File: src/rtl/alu_pkg.sv
// Shared definitions for the ALU issue controller: opcode and comparator codes, FSM states.
// Latency: n/a (package only).
// Backpressure: n/a (package only).
package alu_pkg;

  localparam logic [3:0] OP_SUB  = 4'b0001;

  localparam logic [2:0] COMP_GT = 3'b100;
  localparam logic [2:0] COMP_EQ = 3'b010;
  localparam logic [2:0] COMP_LT = 3'b001;

  typedef enum logic [1:0] {
    IDLE = 2'd0,
    EXEC = 2'd1,
    RESP = 2'd2
  } state_e;

  // A well-formed comparator result is exactly one of the three legal codes.
  function automatic logic comp_is_onehot(input logic [2:0] comp);
    return (comp == COMP_GT) || (comp == COMP_EQ) || (comp == COMP_LT);
  endfunction

endpackage

File: src/rtl/alu_issue_ctrl.sv
// Request/response front end for the combinational ALU: registers operands onto the ALU, captures its result.
// Latency: accept at edge k, result captured at edge k+1, rsp_valid high after k+1 (one op per 2 cycles peak).
// Backpressure: response held stable in RESP until rsp_ready; a new request is accepted on the handshake edge.
//
// Ports:
//   clk, rst_n                  clock, asynchronous active-low reset
//   req_valid/req_ready         request handshake; req_op, req_a, req_b carry the operation
//   alu_a, alu_b, alu_op        registered operands to the external ALU
//   alu_out, alu_comp           ALU result and signed compare code (100 GT, 010 EQ, 001 LT)
//   rsp_valid/rsp_ready         response handshake; rsp_data, rsp_comp carry the captured result
//   flags                       compare code of the most recent subtract
//   comp_err, err_clr           sticky malformed-compare flag and its synchronous clear
module alu_issue_ctrl
  import alu_pkg::*;
#(
  parameter int DW = 16,
  parameter int OW = 4
) (
  input  logic          clk,
  input  logic          rst_n,
  input  logic          req_valid,
  output logic          req_ready,
  input  logic [OW-1:0] req_op,
  input  logic [DW-1:0] req_a,
  input  logic [DW-1:0] req_b,
  output logic [DW-1:0] alu_a,
  output logic [DW-1:0] alu_b,
  output logic [OW-1:0] alu_op,
  input  logic [DW-1:0] alu_out,
  input  logic [2:0]    alu_comp,
  output logic          rsp_valid,
  input  logic          rsp_ready,
  output logic [DW-1:0] rsp_data,
  output logic [2:0]    rsp_comp,
  output logic [2:0]    flags,
  output logic          comp_err,
  input  logic          err_clr
);

  state_e        state_q, state_d;
  logic [DW-1:0] alu_a_q, alu_b_q;
  logic [OW-1:0] alu_op_q;
  logic [DW-1:0] rsp_data_q;
  logic [2:0]    rsp_comp_q;
  logic [2:0]    flags_q, flags_d;
  logic          comp_err_q, comp_err_d;
  logic          req_ready_c;
  logic          accept;
  logic          capture;

  // req_ready includes rst_n so it reads low for the whole time reset is asserted.
  always_comb begin
    req_ready_c = 1'b0;
    if (rst_n) begin
      req_ready_c = (state_q == IDLE) || ((state_q == RESP) && rsp_ready);
    end
  end

  assign accept  = req_valid && req_ready_c;
  assign capture = (state_q == EXEC);

  always_comb begin
    state_d = state_q;
    unique case (state_q)
      IDLE:    if (req_valid) state_d = EXEC;
      EXEC:    state_d = RESP;
      RESP:    if (rsp_ready) state_d = req_valid ? EXEC : IDLE;
      default: state_d = IDLE;
    endcase
  end

  always_comb begin
    flags_d = flags_q;
    if (capture && (alu_op_q == OW'(OP_SUB))) begin
      flags_d = alu_comp;
    end
  end

  // Clear wins over a set landing in the same cycle.
  always_comb begin
    comp_err_d = comp_err_q;
    if (err_clr) begin
      comp_err_d = 1'b0;
    end else if (capture && !comp_is_onehot(alu_comp)) begin
      comp_err_d = 1'b1;
    end
  end

  always_ff @(posedge clk or negedge rst_n) begin
    if (!rst_n) begin
      state_q    <= IDLE;
      alu_a_q    <= '0;
      alu_b_q    <= '0;
      alu_op_q   <= '0;
      rsp_data_q <= '0;
      rsp_comp_q <= '0;
      flags_q    <= '0;
      comp_err_q <= 1'b0;
    end else begin
      state_q    <= state_d;
      flags_q    <= flags_d;
      comp_err_q <= comp_err_d;
      if (accept) begin
        alu_a_q  <= req_a;
        alu_b_q  <= req_b;
        alu_op_q <= req_op;
      end
      if (capture) begin
        rsp_data_q <= alu_out;
        rsp_comp_q <= alu_comp;
      end
    end
  end

  assign req_ready = req_ready_c;
  assign alu_a     = alu_a_q;
  assign alu_b     = alu_b_q;
  assign alu_op    = alu_op_q;
  assign rsp_valid = (state_q == RESP);
  assign rsp_data  = rsp_data_q;
  assign rsp_comp  = rsp_comp_q;
  assign flags     = flags_q;
  assign comp_err  = comp_err_q;

endmodule

File: config.mk
export PLATFORM = sky130hd
export DESIGN_NAME = alu_issue_ctrl
export DESIGN_NICKNAME = d
export VERILOG_FILES = /design/src/rtl/alu_pkg.sv /design/src/rtl/alu_issue_ctrl.sv
export SDC_FILE = /design/constraint.sdc
export NUM_CORES = 1
export LEC_CHECK = 0
export BUFFER_PORTS_ARGS = -buffer_cell sky130_fd_sc_hd__buf_2
export CAP_MARGIN = 40
export CORE_MARGIN = 2
export CORE_UTILIZATION = 36
export CTS_CLUSTER_DIAMETER = 150
export CTS_CLUSTER_SIZE = 28
export DETAILED_ROUTE_END_ITERATION = 16
export PLACE_DENSITY = 0.66
export REMOVE_ABC_BUFFERS = 1
export SKIP_CTS_REPAIR_TIMING = 1
export SLEW_MARGIN = 30
export SYNTH_ARGS = -nofsm -noshare
export SYNTH_HDL_FRONTEND = slang
export SYNTH_SLANG_ARGS = --single-unit
export TNS_END_PERCENT = 5
File: constraint.sdc
create_clock -name clk -period 1.6 [get_ports clk]
set_input_delay 0.16 -clock clk [delete_from_list [all_inputs] [get_ports clk]]
set_output_delay 0.16 -clock clk [all_outputs]
set_load 0.1 [all_outputs]
==> reports/results.tsv, run 1 <==
metric	value	unit
outcome	complete, no violations	
clk_pin_slew	70	ps
synthCells	180	
synth_top_area_share	61.9	%
die_y	86.8	um
cp.required	1440	ps
num_io_pins	121	
antenna_cells	0	
grt_pass1_vias	1724	
synth_cell_types	19	
setup_violations	0	
area_delta_synth_final	38.2	%
crit_type	reg2out	
critPathArrivalTime	1340	ps
syn_area	2470	sq um
seq_area_frac_synth	61.9	%
finalCritPeriodShare	93.6	%
via_per_inst	4.45	
antenna_found_initial	0	
drv_cap	0	
root_buffer	clkbuf_8	
first_iter_violations	42	
hold_viol	0	
grt_pass1_wl	8130	um
cp_max_fo	7	
slew_headroom	66.9	%
seq_area	1530	sq um
place_congestion	0.767	
ant_nets	0	
port_buffers	120	
hpwlAfterDp	3830	um
grt_max_degree	62	
synth_area_leaders	dfrtp_1, mux2_4, nand2_1, mux2_2, buf_6	
fin_cells	397	
syn_avg_cell_area	13.7	sq um
grt.overflow.total	0	
fill_cells	618	
dieWidth	86.8	um
layout_min_cycle_time	1500	ps
wl	5160	um
grt_use_total	14.0	%
place_inst	379	
hold_class	in2reg	
netlist.top_cell.by_area	dfrtp_1	
die_area	7530	sq um
synth_seq_cells	61	
num_vias	1767	
multi_input_area	886	sq um
first_pass_iters	4	
cts_sinks	61	
crit_path_start_kind	register	
worstSkewPairLatency	320	ps
start_util	36.7	%
worst_setup_path_end_kind	output pin	
drive_gt1_share	57.4	%
cts_buffers	9	
finClkSkew	8.71	ps
final_nets	372	
cts_htree_levels	3	
core-area	6720	sq um
worstMarginPinSlew	500	ps
yosys_warnings	0	
cts_tree	done	
route.detailed.drc	0	
drv_slew	0	
clock_path_buffers	2	
fmax	668	MHz
rsz0062_at_grt	false	
drt-wirelength-per-cell	13.0	um
rows	30	
sequential cells by signal (all words and copies together), names as in the netlist:
register / cells
alu_a: 16
alu_b: 16
rsp_data: 16
alu_op: 4
flags: 3
rsp_comp: 3
state_q: 2
comp_err: 1
metrics by stage:
stage,instance area (sq um),utilization [%],hold WS (ps),setup TNS [ps],setup slack [ps]
finish,3410,50.7,29.4,0,102
global route,3410,50.7,17.8,0,34.6
CTS,3380,50.3,8.26,0,77.7
detailed placement,3190,47.4,358,0,127
global placement,3190,47.4,352,0,197
floorplan,2410,-,-136,-4040,-369
cell usage in the layout (no fill, tap or decap), types with 2 or more instances in the layout:
cell type and n:
nand2_1 59, buf_2 119, dfrtp_1 61, nor2_1 2, buf_4 5, nor2b_1 2, clkbuf_1 2, clkbuf_8 10
nand2b_1 2, mux2_2 9, mux2_4 30, clkinv_2 2, buf_12 3
final cells by class:
class	count	area share [%]
clock buffer	12	4.26
timing repair buffer	128	20.6
clock inverter	4	1.40
tap	80	2.94
multi-input combinational	112	26.0
sequential	61	44.8
cell usage after synthesis (all sizes together):
master	n
dfrtp	61
clkbuf	2
mux2	39
o41ai	1
nor2	2
nand4b	1
nor2b	2
nor3b	1
nor4b	1
nand2	59
nand2b	3
buf	5
xnor2	1
and3b	1
o21ai	1
critical path: stages, from the launching register on:
cell     delay (ps)
dfrtp_1         440
nor2b_1         140
buf_2           440
final timing paths:
check	startpoint	depth (start not counted)	slack, ps	to
worst max-delay path	state_q[0]	2	100	rsp_valid
worst min-delay path	alu_out[2]	3	30	rsp_data[2]
worst max register to register	state_q[1]	4	130	alu_b[3]
worst min register to register	rsp_data[2]	2	470	rsp_data[2]
max in group asynchronous	rst_n	4	650	alu_a[10]
min in group asynchronous	rst_n	3	450	rsp_data[15]
cell families after synthesis:
group	synth area share [%]
AND/OR/NAND/NOR	12.6
flip-flops	61.9
multiplexers	22.4
buffers and inverters	2.18
AO/OA/AOI/OAI	0.558
XOR/XNOR	0.355
metal layers:
| layer | share of wire (%) | track usage, % | vias to the layer above | wire length, um |
|---|---|---|---|---|
| met5 | 0 | 0 | - | 0 |
| met4 | 0.74 | 6.11 | 0 | 38 |
| li1 | - | - | 854 | - |
| met1 | 45 | 18.6 | 841 | 2320 |
| met2 | 48 | 21.8 | 68 | 2490 |
| met3 | 5.9 | 3.52 | 4 | 306 |
Power of run 1 is not shown: default switching activity piles up to over one toggle a cycle in this logic, so the estimate is an artifact.
==> run 2: changes to the inputs <==
--- a/config.mk
+++ b/config.mk
@@ -13,8 +13,8 @@
 export CTS_CLUSTER_SIZE = 28
 export DETAILED_ROUTE_END_ITERATION = 16
 export PLACE_DENSITY = 0.66
+export RECOVER_POWER = 100
 export REMOVE_ABC_BUFFERS = 1
-export SKIP_CTS_REPAIR_TIMING = 1
 export SLEW_MARGIN = 30
 export SYNTH_ARGS = -nofsm -noshare
 export SYNTH_HDL_FRONTEND = slang
==> run 2 against run 1 <==
Effect of this change: setup slack got worse by 5.8 ps; worst hold slack worse by 1.6 ps; die area unchanged; count of clock-buffer cells in the layout is the same; register-to-register slack is essentially flat; utilization down 2.0 points; routed wire length about the same; critical endpoint is now req_ready; first-iteration DRC count is 7.1% lower; flip-flop and latch count unchanged; cell count is the same; via count up 0.23%; non-clock buffer count stayed put.
==> reports/results.tsv, run 2 (synthesis gave the netlist of run 1 again) <==
metric	value	unit
outcome	complete, no violations	
finClkSkew	8.74	ps
cts_buffers	9	
cts_sinks	61	
reg2regPathDepth	4	
critPathArrivalTime	1340	ps
wl	5160	um
worstSkewPairLatency	320	ps
ant_nets	0	
hold_buffers	0	
met2_usage	21.8	%
drv_slew	0	
via_per_inst	4.46	
min_delay_worst_endpoint	rsp_data[2]	
critPathMaxStageDelay	530	ps
core-area	6720	sq um
cp_max_fo	3	
antenna_cells	0	
cpMaxStageDelayCell	dlygate4sd3_1	
rsz0062_at_grt	false	
timing.rr.end	alu_op[1]	
min_from	alu_out[2]	
worstReg2RegStart	state_q[1]	
crit_chain	dlygate4sd3_1 -> clkbuf_1 -> nand2_1 -> nor2_1 -> buf_4	
fill_cells	661	
place_congestion	0.767	
dieWidth	86.8	um
path_depth	5	
hold_viol	0	
grt_pass1_wl	8130	um
layout_min_cycle_time	1500	ps
fmax	665	MHz
final_nets	372	
hold_depth	3	
first_pass_iters	4	
start_util	36.7	%
crit_path_start_kind	input pin	
cts_tree	done	
grt_use_total	14.0	%
slew_headroom	54.4	%
busiest_layer	met2	
die_area	7530	sq um
r2r_setup_slack	120	ps
grt_pass1_vias	1724	
clock_path_buffers	2	
crit_buf_inv	3	
crit_type	in2out	
cp.required	1440	ps
cpLargestDelayFamily	buffers and inverters	
die_y	86.8	um
mostFrequentLayoutCell	clkbuf_2	
clk_pin_slew	70	ps
rows	30	
setup_violations	0	
first_iter_violations	39	
finalCritPeriodShare	94.0	%
post_cts_resize_count	0	
num_io_pins	121	
grt.overflow.total	0	
worstMarginPinSlew	684	ps
worst_setup_path_end_kind	output pin	
grt_use_met3	3.52	%
grtUsageMet1	18.6	%
antenna_found_initial	0	
port_buffers	120	
final_cell_mix	clkbuf_2, dfrtp_1, nand2_1, buf_2, mux2_1	
post-cts-setup-buffers	0	
area_delta_synth_final	32.7	%
hpwlAfterDp	3830	um
grt_max_degree	62	
cts_htree_levels	3	
num_vias	1771	
tns	0	ps
hold_class	in2reg	
drv_cap	0	
drt-wirelength-per-cell	13.0	um
drive_gt1_share	49.2	%
route.detailed.drc	0	
root_buffer	clkbuf_8	
run 2: cell types whose count changed in the layout (fill, tap and decap cells not counted):
cell,previous run,this run
buf_4,5,2
buf_12,3,0
clkbuf_2,0,63
mux2_1,0,25
mux2_4,30,5
buf_6,0,2
clkbuf_1,2,3
buf_2,119,59
run 2: worst max path at each step:
stage          slack (ps)   endpoint  startpoint
3_3_place_gp          200   alu_b[3]  state_q[1]
5_1_grt                20  alu_a[15]       rst_n
3_5_place_dp          130   alu_b[3]  state_q[1]
2_1_floorplan        -370  req_ready  state_q[1]
4_1_cts                80  rsp_valid  state_q[0]
6_report              100  req_ready       rst_n
run 2: per-layer routing:
metal  up-vias  wire, um
met5         -         0
met4         0        35
met3         4       327
met2        68      2490
met1       840      2310
li1        859         -
run 2: through the flow:
step | worst slack (ps) | instances | utilization, % | hold WS (ps) | instance area [sq um]
after global routing | 20.6 | 397 | 48.7 | 17.8 | 3270
after detailed placement | 127 | 379 | 47.4 | 358 | 3190
after CTS | 77.7 | 395 | 50.3 | 8.26 | 3380
after floorplan | -369 | 173 | - | -136 | 2410
after global placement | 197 | 379 | 47.4 | 352 | 3190
final | 96.5 | 397 | 48.7 | 27.7 | 3270
run 2: worst reg2reg max path: cells and delay by family (launching register included):
kind                   cells  cell delay [ps]
buffers and inverters      1              260
muxes                      1              340
and+or+nand+nor            2              340
DFF                        1              420
run 2: final cells by class:
class / instances / area, sq um / area share (%)
Tap cell: 80 / 100 / 3.06
Timing Repair Buffer: 128 / 662 / 20.2
Clock inverter: 4 / 47.5 / 1.45
Sequential cell: 61 / 1530 / 46.6
Clock buffer: 12 / 145 / 4.43
Multi-Input combinational cell: 112 / 792 / 24.2
Power of run 2 is left out for the same reason.
